## src/rtl/serial_io_ctrl_pkg.sv

```systemverilog
// Shared encodings for the serial pin front end: host mode select, controller
// states and the RegFile geometry.
package serial_io_ctrl_pkg;

   localparam int DATA_W = 64;
   localparam int ADDR_W = 10;
   localparam int CNT_W  = 7;

   typedef enum logic [1:0] {
      MODE_IDLE = 2'b00,
      MODE_DIN  = 2'b01,
      MODE_ADDR = 2'b10,
      MODE_DOUT = 2'b11
   } mode_e;

   typedef enum logic [1:0] {
      ST_IDLE    = 2'b00,
      ST_WRITE   = 2'b01,
      ST_RD_WAIT = 2'b10,
      ST_OUT     = 2'b11
   } state_e;

   function automatic mode_e decode_mode(input logic lad1, input logic lad2);
      return mode_e'({lad1, lad2});
   endfunction

   // Where a fresh host request leads; a busy core turns it into a refusal.
   function automatic state_e decode_req(input logic busy, input logic wr);
      state_e nxt;
      if (busy) begin
         nxt = ST_IDLE;
      end else if (wr) begin
         nxt = ST_WRITE;
      end else begin
         nxt = ST_RD_WAIT;
      end
      return nxt;
   endfunction

endpackage

```

## src/rtl/serial_io_ctrl_shift_reg.sv

```systemverilog
// Right-shifting register with serial input at the MSB, parallel load and
// synchronous active-low clear; used for data in, address and data out.
module sio_shift_reg
   import serial_io_ctrl_pkg::*;
#(
   parameter int W = DATA_W
) (
   input  logic         clk,
   input  logic         rst,
   input  logic         shift_en,
   input  logic         load_en,
   input  logic         ser_in,
   input  logic [W-1:0] load_val,
   output logic [W-1:0] q
);

   // clear, then parallel load, then shift; otherwise hold
   always_ff @(posedge clk) begin
      if (!rst) begin
         q <= {W{1'b0}};
      end else if (load_en) begin
         q <= load_val;
      end else if (shift_en) begin
         q <= {ser_in, q[W-1:1]};
      end
   end

endmodule

```

## src/rtl/serial_io_ctrl.sv

```systemverilog
// Pin-side front end: deserialises host words/addresses into RegFile writes
// and serialises RegFile read data back out on dout.
module serial_io_ctrl #(
   parameter int DATA_W = serial_io_ctrl_pkg::DATA_W,
   parameter int ADDR_W = serial_io_ctrl_pkg::ADDR_W,
   parameter int CNT_W  = serial_io_ctrl_pkg::CNT_W
) (
   input  logic              clk1,
   input  logic              rst,
   input  logic              LAD1,
   input  logic              LAD2,
   input  logic              din,
   input  logic              addr,
   input  logic              we,
   input  logic              addr_ready,
   input  logic              core_busy,
   output logic [ADDR_W-1:0] mem_addr,
   output logic [DATA_W-1:0] mem_wdata,
   output logic              mem_we,
   output logic              mem_re,
   input  logic [DATA_W-1:0] mem_rdata,
   input  logic              mem_rvalid,
   output logic              dout,
   output logic              err
);

   import serial_io_ctrl_pkg::*;

   mode_e             mode_s;
   state_e            state_r;
   state_e            state_nxt_s;
   logic              ar_q_r;
   logic              req_s;
   logic              decode_s;
   logic              start_wr_s;
   logic              start_rd_s;
   logic              err_set_s;
   logic              out_load_s;
   logic              out_shift_s;
   logic [CNT_W-1:0]  cnt_r;
   logic [CNT_W-1:0]  cnt_nxt_s;
   logic [DATA_W-1:0] din_sreg_r;
   logic [ADDR_W-1:0] addr_sreg_r;
   logic [DATA_W-1:0] out_sreg_r;

   assign mode_s = decode_mode(LAD1, LAD2);
   assign req_s  = addr_ready & ~ar_q_r;

   // A request is decoded from IDLE, or from OUT where it abandons the remaining bits.
   assign decode_s   = req_s & ((state_r == ST_IDLE) | (state_r == ST_OUT));
   assign start_wr_s = decode_s & ~core_busy & we;
   assign start_rd_s = decode_s & ~core_busy & ~we;
   assign err_set_s  = decode_s & core_busy;

   assign dout = out_sreg_r[0];

   sio_shift_reg #(.W(DATA_W)) u_din_sreg (
      .clk      (clk1),
      .rst      (rst),
      .shift_en (mode_s == MODE_DIN),
      .load_en  (1'b0),
      .ser_in   (din),
      .load_val ({DATA_W{1'b0}}),
      .q        (din_sreg_r)
   );

   sio_shift_reg #(.W(ADDR_W)) u_addr_sreg (
      .clk      (clk1),
      .rst      (rst),
      .shift_en (mode_s == MODE_ADDR),
      .load_en  (1'b0),
      .ser_in   (addr),
      .load_val ({ADDR_W{1'b0}}),
      .q        (addr_sreg_r)
   );

   sio_shift_reg #(.W(DATA_W)) u_out_sreg (
      .clk      (clk1),
      .rst      (rst),
      .shift_en (out_shift_s),
      .load_en  (out_load_s),
      .ser_in   (1'b0),
      .load_val (mem_rdata),
      .q        (out_sreg_r)
   );

   // next-state, read-data load and output shift control
   always_comb begin
      state_nxt_s = state_r;
      cnt_nxt_s   = cnt_r;
      out_load_s  = 1'b0;
      out_shift_s = 1'b0;
      case (state_r)
         ST_IDLE: begin
            if (req_s) begin
               state_nxt_s = decode_req(core_busy, we);
            end else begin
               state_nxt_s = ST_IDLE;
            end
         end
         ST_WRITE: begin
            state_nxt_s = ST_IDLE;
         end
         ST_RD_WAIT: begin
            if (mem_rvalid) begin
               out_load_s  = 1'b1;
               cnt_nxt_s   = CNT_W'(DATA_W);
               state_nxt_s = ST_OUT;
            end else begin
               state_nxt_s = ST_RD_WAIT;
            end
         end
         ST_OUT: begin
            if (req_s) begin
               state_nxt_s = decode_req(core_busy, we);
            end else if (cnt_r == {CNT_W{1'b0}}) begin
               state_nxt_s = ST_IDLE;
            end else if (mode_s == MODE_DOUT) begin
               out_shift_s = 1'b1;
               cnt_nxt_s   = cnt_r - CNT_W'(1);
            end else begin
               state_nxt_s = ST_OUT;
            end
         end
         default: begin
            state_nxt_s = ST_IDLE;
         end
      endcase
   end

   // controller state, request edge history and output bit counter
   always_ff @(posedge clk1) begin
      if (!rst) begin
         state_r <= ST_IDLE;
         ar_q_r  <= 1'b0;
         cnt_r   <= {CNT_W{1'b0}};
      end else begin
         state_r <= state_nxt_s;
         ar_q_r  <= addr_ready;
         cnt_r   <= cnt_nxt_s;
      end
   end

   // RegFile port (address/data frozen at the request edge) and sticky refusal flag
   always_ff @(posedge clk1) begin
      if (!rst) begin
         mem_addr  <= {ADDR_W{1'b0}};
         mem_wdata <= {DATA_W{1'b0}};
         mem_we    <= 1'b0;
         mem_re    <= 1'b0;
         err       <= 1'b0;
      end else begin
         mem_we <= start_wr_s;
         mem_re <= start_rd_s;
         err    <= err | err_set_s;
         if (start_wr_s | start_rd_s) begin
            mem_addr <= addr_sreg_r;
         end
         if (start_wr_s) begin
            mem_wdata <= din_sreg_r;
         end
      end
   end

endmodule

```

## config.mk

```make
export PLATFORM = sky130hd
export DESIGN_NAME = serial_io_ctrl
export DESIGN_NICKNAME = d
export VERILOG_FILES = /design/src/rtl/serial_io_ctrl_pkg.sv /design/src/rtl/serial_io_ctrl_shift_reg.sv /design/src/rtl/serial_io_ctrl.sv
export SDC_FILE = /design/constraint.sdc
export NUM_CORES = 1
export LEC_CHECK = 0
export CORE_MARGIN = 8
export CORE_UTILIZATION = 45
export CTS_CLUSTER_SIZE = 10
export DETAILED_ROUTE_END_ITERATION = 10
export DONT_BUFFER_PORTS = 1
export HOLD_SLACK_MARGIN = 0.1
export PLACE_DENSITY = 0.62
export SYNTH_ARGS = -nofsm -noshare
export SYNTH_HDL_FRONTEND = slang
export SYNTH_SLANG_ARGS = --single-unit
```

## constraint.sdc

```tcl
create_clock -name clk1 -period 1.9 [get_ports clk1]
set_clock_uncertainty 0.15 [all_clocks]
set_input_delay 0.285 -clock clk1 [delete_from_list [all_inputs] [get_ports clk1]]
set_output_delay 0.285 -clock clk1 [all_outputs]
set_load 0.02 [all_outputs]
```

; After elaboration in Yosys (flattened, before gate mapping)
; Index checks and enable logic that the tools add are counted.
[totals]
elab_cells = 61
in_bits = 74
output_inout_bits = 78
regBits = 225
[op_classes]
n_addsub = 1
n_eq_ne = 11
n_reduce_logical = 5
bitwise_logic = 12
n_mux = 21
[ops]
columns = operator, n
row1 = $mux W64, 2
row2 = $mux W7, 4
row3 = $pmux W7 S2, 1
row4 = $mux W2, 6
row5 = $eq A2 B2 Y1 const B, 4
row6 = $pmux W2 S4, 1
row7 = $logic_not A7 Y1, 1
row8 = $mux W1, 7
row9 = $sub A7 B1 Y7 const B, 1
row10 = $and A1 B1 Y1, 6
row11 = $ne A2 B2 Y1 const B, 3
row12 = $reduce_and A5 Y1, 1
row13 = $eq A2 B1 Y1 const B, 2
row14 = $ne A4 B4 Y1 const B, 1
row15 = $reduce_bool A2 Y1, 2
row16 = $not A1 Y1, 3
row17 = $or A1 B1 Y1, 3
row18 = $logic_not A2 Y1, 1
row19 = $ne A2 B1 Y1 const B, 1

; Depth between registers and ports, before layout
; Gate-level depths: netlist (run 1).
[logic_depth]
word_depth = 7
depth_mapped = 8
mapped_depth_nobuf = 6

; By module
; Synthesis (run 1) repeated with hierarchy kept, for this count alone.
[unflattened]
hier_cells = 1034
area_unflattened_um2 = 11059.4
[modules_own_cells]
columns = module, area_per_inst_um2, n_inst, cells_per_inst
row1 = sio_shift_reg at u_din_sreg ..., 3529.6, 2, 284
row2 = serial_io_ctrl, 3462.1, 1, 422
row3 = sio_shift_reg at u_addr_sreg, 538.0, 1, 44

; Least setup slack after synthesis (run 1)
; No wires, ideal clock.
[synth_path]
kind = register to register
from = reg cnt_r[0]
to = reg u_out_sreg.q[10]
required_ns = 1.676
arrival_ns = 1.806
stages_incl_launch_ff = 8
n_path_buf = 1
setup_slack_ns = -0.130
setup_ns = 0.074
synth_period_minus_slack_ns = 2.030
path_cell_list = dfxtp_1 > inv_1 > ha_1 > nor3b_2 > a2111oi_4 > buf_6 > nand2_1 > a31oi_1
[synth_via]
elab_chain_len = 5
[synth_lines]
columns = item, line
row1 = start: declaration, serial_io_ctrl.sv:40  ; logic [CNT_W-1:0] cnt_r;
row2 = start signal: assignment, serial_io_ctrl.sv:136  ; cnt_r <= {CNT_W{1'b0}};
row3 = start signal: assignment, serial_io_ctrl.sv:140  ; cnt_r <= cnt_nxt_s;
row4 = $logic_not A7 Y1, serial_io_ctrl.sv:116  ; end else if (cnt_r == {CNT_W{1'b0}}) begin
row5 = $mux W1, serial_io_ctrl.sv:116
row6 = $mux W1, serial_io_ctrl.sv:114  ; if (req_s) begin
row7 = $mux W1, serial_io_ctrl.sv:93  ; case (state_r)
row8 = $reduce_bool A2 Y1 (no source line), --
row9 = end signal: assignment, serial_io_ctrl_shift_reg.sv:20  ; q <= {W{1'b0}};
row10 = end signal: assignment, serial_io_ctrl_shift_reg.sv:22  ; q <= load_val;
row11 = end signal: assignment, serial_io_ctrl_shift_reg.sv:24  ; q <= {ser_in, q[W-1:1]};
row12 = end: declaration, serial_io_ctrl_shift_reg.sv:14  ; output logic [W-1:0] q
; Every way passes these cells.
; A chain may end at the register's enable or synchronous reset.

; Worst setup path in the final report (run 1)
[layout_path]
from = reg cnt_r[0]
to = reg u_out_sreg.q[27]
; The elaborated chain is that of the path after synthesis.

==> results of run 1 <==
[flip-flops by register name, indices dropped and copies added, names as in the netlist]
register       flops
mem_we             1
u_out_sreg.q      64
u_din_sreg.q      64
err                1
ar_q_r             1
mem_re             1
u_addr_sreg.q     10
state_r            2
cnt_r              7
mem_addr          10
mem_wdata         64
[layout by cell type, fill, tap and decap left out, types with 2 or more instances in the layout]
cell type      synthesis  final
nand2_1              436    412
dfxtp_1              225    221
a21boi_0             139     96
dlygate4sd3_1          0     82
o21ai_0               67     65
a31oi_1               65     65
a21boi_1              10     42
clkbuf_16              0     36
buf_4                  1     27
buf_12                 0     16
nand2_4                0     12
nand2_2                1     12
a21boi_2               0     11
buf_6                  6      8
nand2b_1               8      7
inv_2                  0      5
mux2i_1                5      5
clkbuf_1              65      5
buf_16                 0      4
dfxtp_2                0      4
a2111oi_4              1      3
a21oi_1                3      3
a2111o_1               3      3
ha_4                   0      3
clkbuf_8               0      3
nor2b_1                3      2
o21a_1                 2      2
nor2_1                 2      2
nand3_1                2      2
[power by group]
part	leakage (nW)	internal (W)	switching (W)
Clock	0.374	0.00279	0.00184
Combinational	2.06	0.000208	0.000221
Sequential	1.82	0.00476	0.0000274
[routing by layer]
metal | share of wire, % | routed length (um)
met1 | 44 | 11000
met2 | 46 | 11500
met3 | 8.1 | 2020
met4 | 1.6 | 405
met5 | 0 | 0
[kinds of logic after synthesis]
kind of cell | synth area share (%)
AOI/OAI and AO/OA | 22.9
muxes | 0.691
adders and majority gates | 0.705
and+or+nand+nor | 20.6
DFF | 50.7
buffers and inverters | 4.42
[how the worst max path moves through the flow]
| stage | start | end | depth (start not counted) |
|---|---|---|---|
| after CTS | cnt_r[1]$_SDFFE_PN0P_ | u_out_sreg.q[20]$_SDFFE_PN0P_ | 7 |
| after global routing | cnt_r[0]$_SDFFE_PN0P_ | u_out_sreg.q[16]$_SDFFE_PN0P_ | 8 |
| after floorplan | state_r[0]$_SDFFE_PN0P_ | mem_wdata[10]$_SDFFE_PN0P_ | 8 |
| final | cnt_r[0]$_SDFFE_PN0P_ | u_out_sreg.q[27]$_SDFFE_PN0P_ | 8 |
| after detailed placement | state_r[0]$_SDFFE_PN0P_ | mem_wdata[7]$_SDFFE_PN0P_ | 7 |
| after global placement | state_r[1]$_SDFFE_PN0P_ | u_out_sreg.q[62]$_SDFFE_PN0P_ | 7 |
[layout make-up]
class / instances / area share (%)
clock buffers: 35 / 6.28
inverters: 5 / 0.160
repair buffers: 147 / 15.2
multi-input cells: 774 / 36.7
flip-flops and latches: 225 / 38.5
well taps: 265 / 2.83
clock inverters: 1 / 0.256
[metrics by stage]
step | cells | hold slack [ns]
detailed placement | 1303 | 0.212
global route | 1452 | -0.278
floorplan | 1086 | 0.207
global placement | 1303 | 0.209
CTS | 1431 | -0.269
finish | 1452 | -0.254
[synthesized netlist by cell type, drive strengths merged, types with 5 or more instances]
cell type	n
a31oi	65
inv	5
a21boi	149
mux2i	5
buf	18
ha	5
nand2	437
dfxtp	225
clkbuf	65
nand2b	8
o21ai	67
[what timing repair did]
action                                  CTS  global route
hold endpoints to repair                225           149
endpoints found under the setup margin  118           128
buffers inserted                          5             6
pin swaps                                 8            38
gates resized for setup                  46            80
gates cloned                              5            17
==> impl_metrics.toml, run 1 <==
[critical_path]
critical-path-top-delay-family = "compound AO/OA/AOI/OAI gates"
r2r.worst_path.cells = 8
worstPathCellList = "inv_2 -> ha_4 -> nor3b_4 -> a2111o_2 -> buf_12 -> clkbuf_16 -> nand2_1 -> a31oi_1"
critical_path.slowest_cell = "a2111o_2"
cp_data_required_time_ns = 2.14
timing.critical_path.to_type = "flop"
r2r_slack_ns = -0.02
timing.rr.start = "cnt_r[0]$_SDFFE_PN0P_"
setup.worst_path.start_class = "flop"
largest_driver_fanout_on_the_critical_path = 8
crit_arrival_ns = 2.16
r2r_end = "u_out_sreg.q[27]$_SDFFE_PN0P_"
cp_num_buf_inv = 3
critical_path_class = "reg -> reg"
worst_path_largest_cell_delay_ns = 0.46

[yosys]
netlist_area_um2 = 8880
synth-edff-count = 0
yosysSeqAreaShare_pct = 50.7
syn_nets = 1165
synth_top_cells_by_area = "dfxtp_1 (51%), nand2_1 (18%), a21boi_0 (12%)"
ys_warn_count = 0
postSynthCellCount = 1086
synth.lib_cells_used.distinct = 40
async_reset_ff_share_pct = 0
syn_avg_cell_area_um2 = 8.18
synth_ff_type = "dfxtp_1"
synth-seq-cells = 225
yosysTopAreaCellShare_pct = 50.7
post_synth_top_area_cell = "dfxtp_1"

[drt]
drt_first_iter_violations = 588
antenna_violating_nets_post_route = 0
via_density_per_instance = 5.29
wirelength_um = 24900
remaining_drc_errors = 0
routed_wire_length_per_instance_um = 17.2
detailedRoute.firstPassIterationCount = 5
vias = 7685

[clock_network]
worst_skew_pair.late_latency_ns = 0.51
cts_tree = "yes"
cts.sink_count = 225
clk_path_buf_depth = 3
htreeDepth = 1
clkSlewWorstSetupHoldPaths_ns = 0.05
cts_made_buffers = 27
ctsHoldBuffers = 82
clock-root-buffer = "clkbuf_16"

[global_routing]
remaining_overflow_grt = 0
initial_antenna_violation_count = 0
grt.met2_usage_pct = 28.1
first_global_vias = 7079
grt_use_met1_pct = 22.5
grt_pass1_wl_um = 36000
grt_start_max_net_pins = 222
grt-busiest-layer = "met2"
groute.usage.overall_pct = 17.4
grt.met3_usage_pct = 5.24

[timing]
whs_ns = -0.254
worst_pin_slew_ns = 0.554
timing.final.hold_violations = 140
final_min_period_over_clock_period_pct = 101
count_of_final_max_slew_check_failures = 0
setup_ws_ns = -0.0240
report.final.setup_viol = 9
setup_repair_after_global_routing_missed_its_margin = "true"
max_freq_mhz = 520
finalWorstPathRequiredPeriod_ns = 1.92
setup_tns_ns = -0.0696
max-slew-margin-rel_pct = 63.0

[floorplan]
die_area_um2 = 24500
io-pin-count = 152
floorplan.die.width_um = 156
floorplan.core_area_um2 = 19400
floorplan.die.height_um = 156
initial_utilization_pct = 45.8
floorplan.rows = 51

[layout]
multi_input_comb_area_um2 = 4300
insertedDiodeCount = 0
seq_area_um2 = 4510
drive_gt1_share_pct = 13.6
n_fill_cell = 1723
layout.cell_area.non_filler_um2 = 11700
finish.utilization_pct = 60.4
num-nets-final = 1259
areaGrowthSynthToFinish_pct = 31.9

[outcome]
outcome = "finished with violations"
violations_in_the_final_reports = "negative hold slack, negative setup slack"

[place]
detailedPlace.worstSlack_ns = -0.0728
rd_place_congestion = 0.764
dp.final_hpwl_um = 12600
postPlaceCellArea_um2 = 9250
io_buffers = 0

[power_and_ir_drop]
leakage_nw = 4.25
cellPowerDensity_nw_per_um2 = 841
worst_ir_drop_vdd_v = 0.000629
totalPowerFinal_w = 0.00984

[min_path]
hold-path-cell-count = 2
hold_path_end = "state_r[1]$_SDFFE_PN0P_"
min_path_type = "in -> reg"
hold_path_startpoint = "rst"

[flow_run]
maxCapViolations = 0
No activity file was read; power rests on OpenSTA's default activity.
==> run 2: changes to the inputs <==
- RECOVER_POWER: not set -> 50
==> run 2 against run 1 <==
The run still ends with negative hold slack, negative setup slack left. Fmax barely moved. Wire length hardly changed. Register-to-register slack is essentially flat. Worst hold slack hardly changed. Die area stayed put. Non-clock buffer count unchanged. Cell count stayed put. Utilization barely moved. Clock-buffer cell count unchanged. Sequential power about the same. Critical endpoint unchanged. Highest routed layer unchanged.
==> impl_metrics.toml, run 2 (synthesis gave the netlist of run 1 again) <==
[min_path]
min_path_type = "in -> reg"
hold-path-cell-count = 2

[drt]
detailedRoute.firstPassIterationCount = 5
routed_wire_length_per_instance_um = 17.2
wirelength_um = 24900
remaining_drc_errors = 0
vias = 7698
antenna_violating_nets_post_route = 0
drt_first_iter_violations = 588
via_density_per_instance = 5.30

[critical_path]
timing.critical_path.to_type = "flop"
crit_arrival_ns = 2.16
cp_data_required_time_ns = 2.13
r2r.worst_path.cells = 8
cp_num_buf_inv = 3
worstPathCellList = "inv_2 -> ha_4 -> nor3b_4 -> a2111o_2 -> buf_12 -> clkbuf_16 -> nand2_1 -> a31oi_1"
logic_depth_of_the_worst_setup_path_including_buffers = 8
worst_path_largest_cell_delay_ns = 0.46
largest_driver_fanout_on_the_critical_path = 8
setup.worst_path.start_class = "flop"
r2r_slack_ns = -0.03
critical_path.slowest_cell = "a2111o_2"
critical_path_class = "reg -> reg"
critical-path-top-delay-family = "compound AO/OA/AOI/OAI gates"

[clock_network]
clk_path_buf_depth = 3
clock-root-buffer = "clkbuf_16"
cts_made_buffers = 27
cts.sink_count = 225
worst_skew_pair.late_latency_ns = 0.51
cts_tree = "yes"
ctsHoldBuffers = 82
htreeDepth = 1
clkSlewWorstSetupHoldPaths_ns = 0.05

[global_routing]
initial_antenna_violation_count = 0
remaining_overflow_grt = 0
grt_pass1_wl_um = 36000
grt_start_max_net_pins = 222
groute.usage.overall_pct = 17.4
first_global_vias = 7079

[layout]
drive_gt1_share_pct = 13.6
n_fill_cell = 1722
finish.utilization_pct = 60.3
final_cell_mix = "nand2_1 (412), dfxtp_1 (221), a21boi_0 (96)"
layout_commonest_cell = "nand2_1"
insertedDiodeCount = 0
reg_top3 = "mem_wdata (64), u_din_sreg.q (64), u_out_sreg.q (64)"
post_layout_nonfiller_instances = 1452
areaGrowthSynthToFinish_pct = 31.8
num-nets-final = 1259

[timing]
setup_tns_ns = -0.0706
max-slew-margin-rel_pct = 40.4
max_freq_mhz = 519
count_of_final_max_slew_check_failures = 0
worst_pin_slew_ns = 0.893
report.final.setup_viol = 9
setup_repair_after_global_routing_missed_its_margin = "true"
whs_ns = -0.254
final_min_period_over_clock_period_pct = 101
finalWorstPathRequiredPeriod_ns = 1.93
setup_ws_ns = -0.0254
timing.final.hold_violations = 125

[power_and_ir_drop]
power_switching_share_pct = 21.2
cellPowerDensity_nw_per_um2 = 841
power.share.sequential_pct = 48.6
totalPowerFinal_w = 0.00984
comb_power_share_pct = 4.3
power_report.internal_total_w = 0.00775
power_switching_w = 0.00209
worst_ir_drop_vdd_v = 0.000629
share_clk_of_total_power_pct = 47.0
leakage_nw = 4.25

[floorplan]
initial_utilization_pct = 45.8
floorplan.core_area_um2 = 19400
floorplan.die.width_um = 156
floorplan.rows = 51
io-pin-count = 152
die_area_um2 = 24500
floorplan.die.height_um = 156

[place]
io_buffers = 0
rd_place_congestion = 0.764
dp.final_hpwl_um = 12600
numPlacedInstances = 1303

[outcome]
outcome = "finished with violations"
violations_in_the_final_reports = "negative hold slack, negative setup slack"

[flow_run]
maxCapViolations = 0
run 2: power by group through the flow:
stage,registers (W),logic (W),clock network (W)
3_5_place_dp,0.00489,0.000309,0
6_report,0.00479,0.000428,0.00463
2_1_floorplan,0.00488,0.000269,0
4_1_cts,0.00478,0.000384,0.00472
3_3_place_gp,0.00489,0.000305,0
5_1_grt,0.00479,0.000462,0.00493
run 2: layer usage:
metal	up-vias	global-route usage (%)	share of wire, %
met1	3623	22.5	44
met3	33	5.24	8.2
met5	-	0	0
met2	228	28.1	46
met4	0	3.89	1.6
li1	3814	-	-
run 2: cell type report:
| type | count | area, um^2 | share of cell area (%) |
|---|---|---|---|
| clock buffer | 35 | 736 | 6.29 |
| sequential | 225 | 4510 | 38.5 |
| timing repair buffer | 147 | 1780 | 15.2 |
| multi-input combinational | 774 | 4300 | 36.7 |
| tap | 265 | 332 | 2.83 |
| clock inverter | 1 | 30.0 | 0.257 |
| inverter | 5 | 18.8 | 0.160 |
run 2: metrics by stage:
step | worst slack [ns] | hold slack, ns | instance area, um^2
6_report | -0.0254 | -0.254 | 11700
5_1_grt | -0.105 | -0.278 | 11700
4_1_cts | -0.0312 | -0.269 | 11100
3_5_place_dp | -0.0728 | 0.212 | 9250
3_3_place_gp | -0.0241 | 0.209 | 9250
2_1_floorplan | -0.0316 | 0.207 | 8900
run 2: repair_timing:
action | 4_1_cts | 5_1_grt
gates cloned | 5 | 17
pin swaps | 8 | 38
endpoints found under the setup margin | 118 | 128
setup buffers | 5 | 6
resized for setup | 46 | 80
endpoints found under the hold margin | 225 | 149
run 2: path summary, 6_finish.rpt:
check	from	to
setup / recovery	cnt_r[0]$_SDFFE_PN0P_	u_out_sreg.q[27]$_SDFFE_PN0P_
hold / removal	rst	state_r[1]$_SDFFE_PN0P_
setup reg to reg	cnt_r[0]$_SDFFE_PN0P_	u_out_sreg.q[27]$_SDFFE_PN0P_
hold reg to reg	u_din_sreg.q[0]$_SDFFE_PN0N_	mem_wdata[0]$_SDFFE_PN0P_
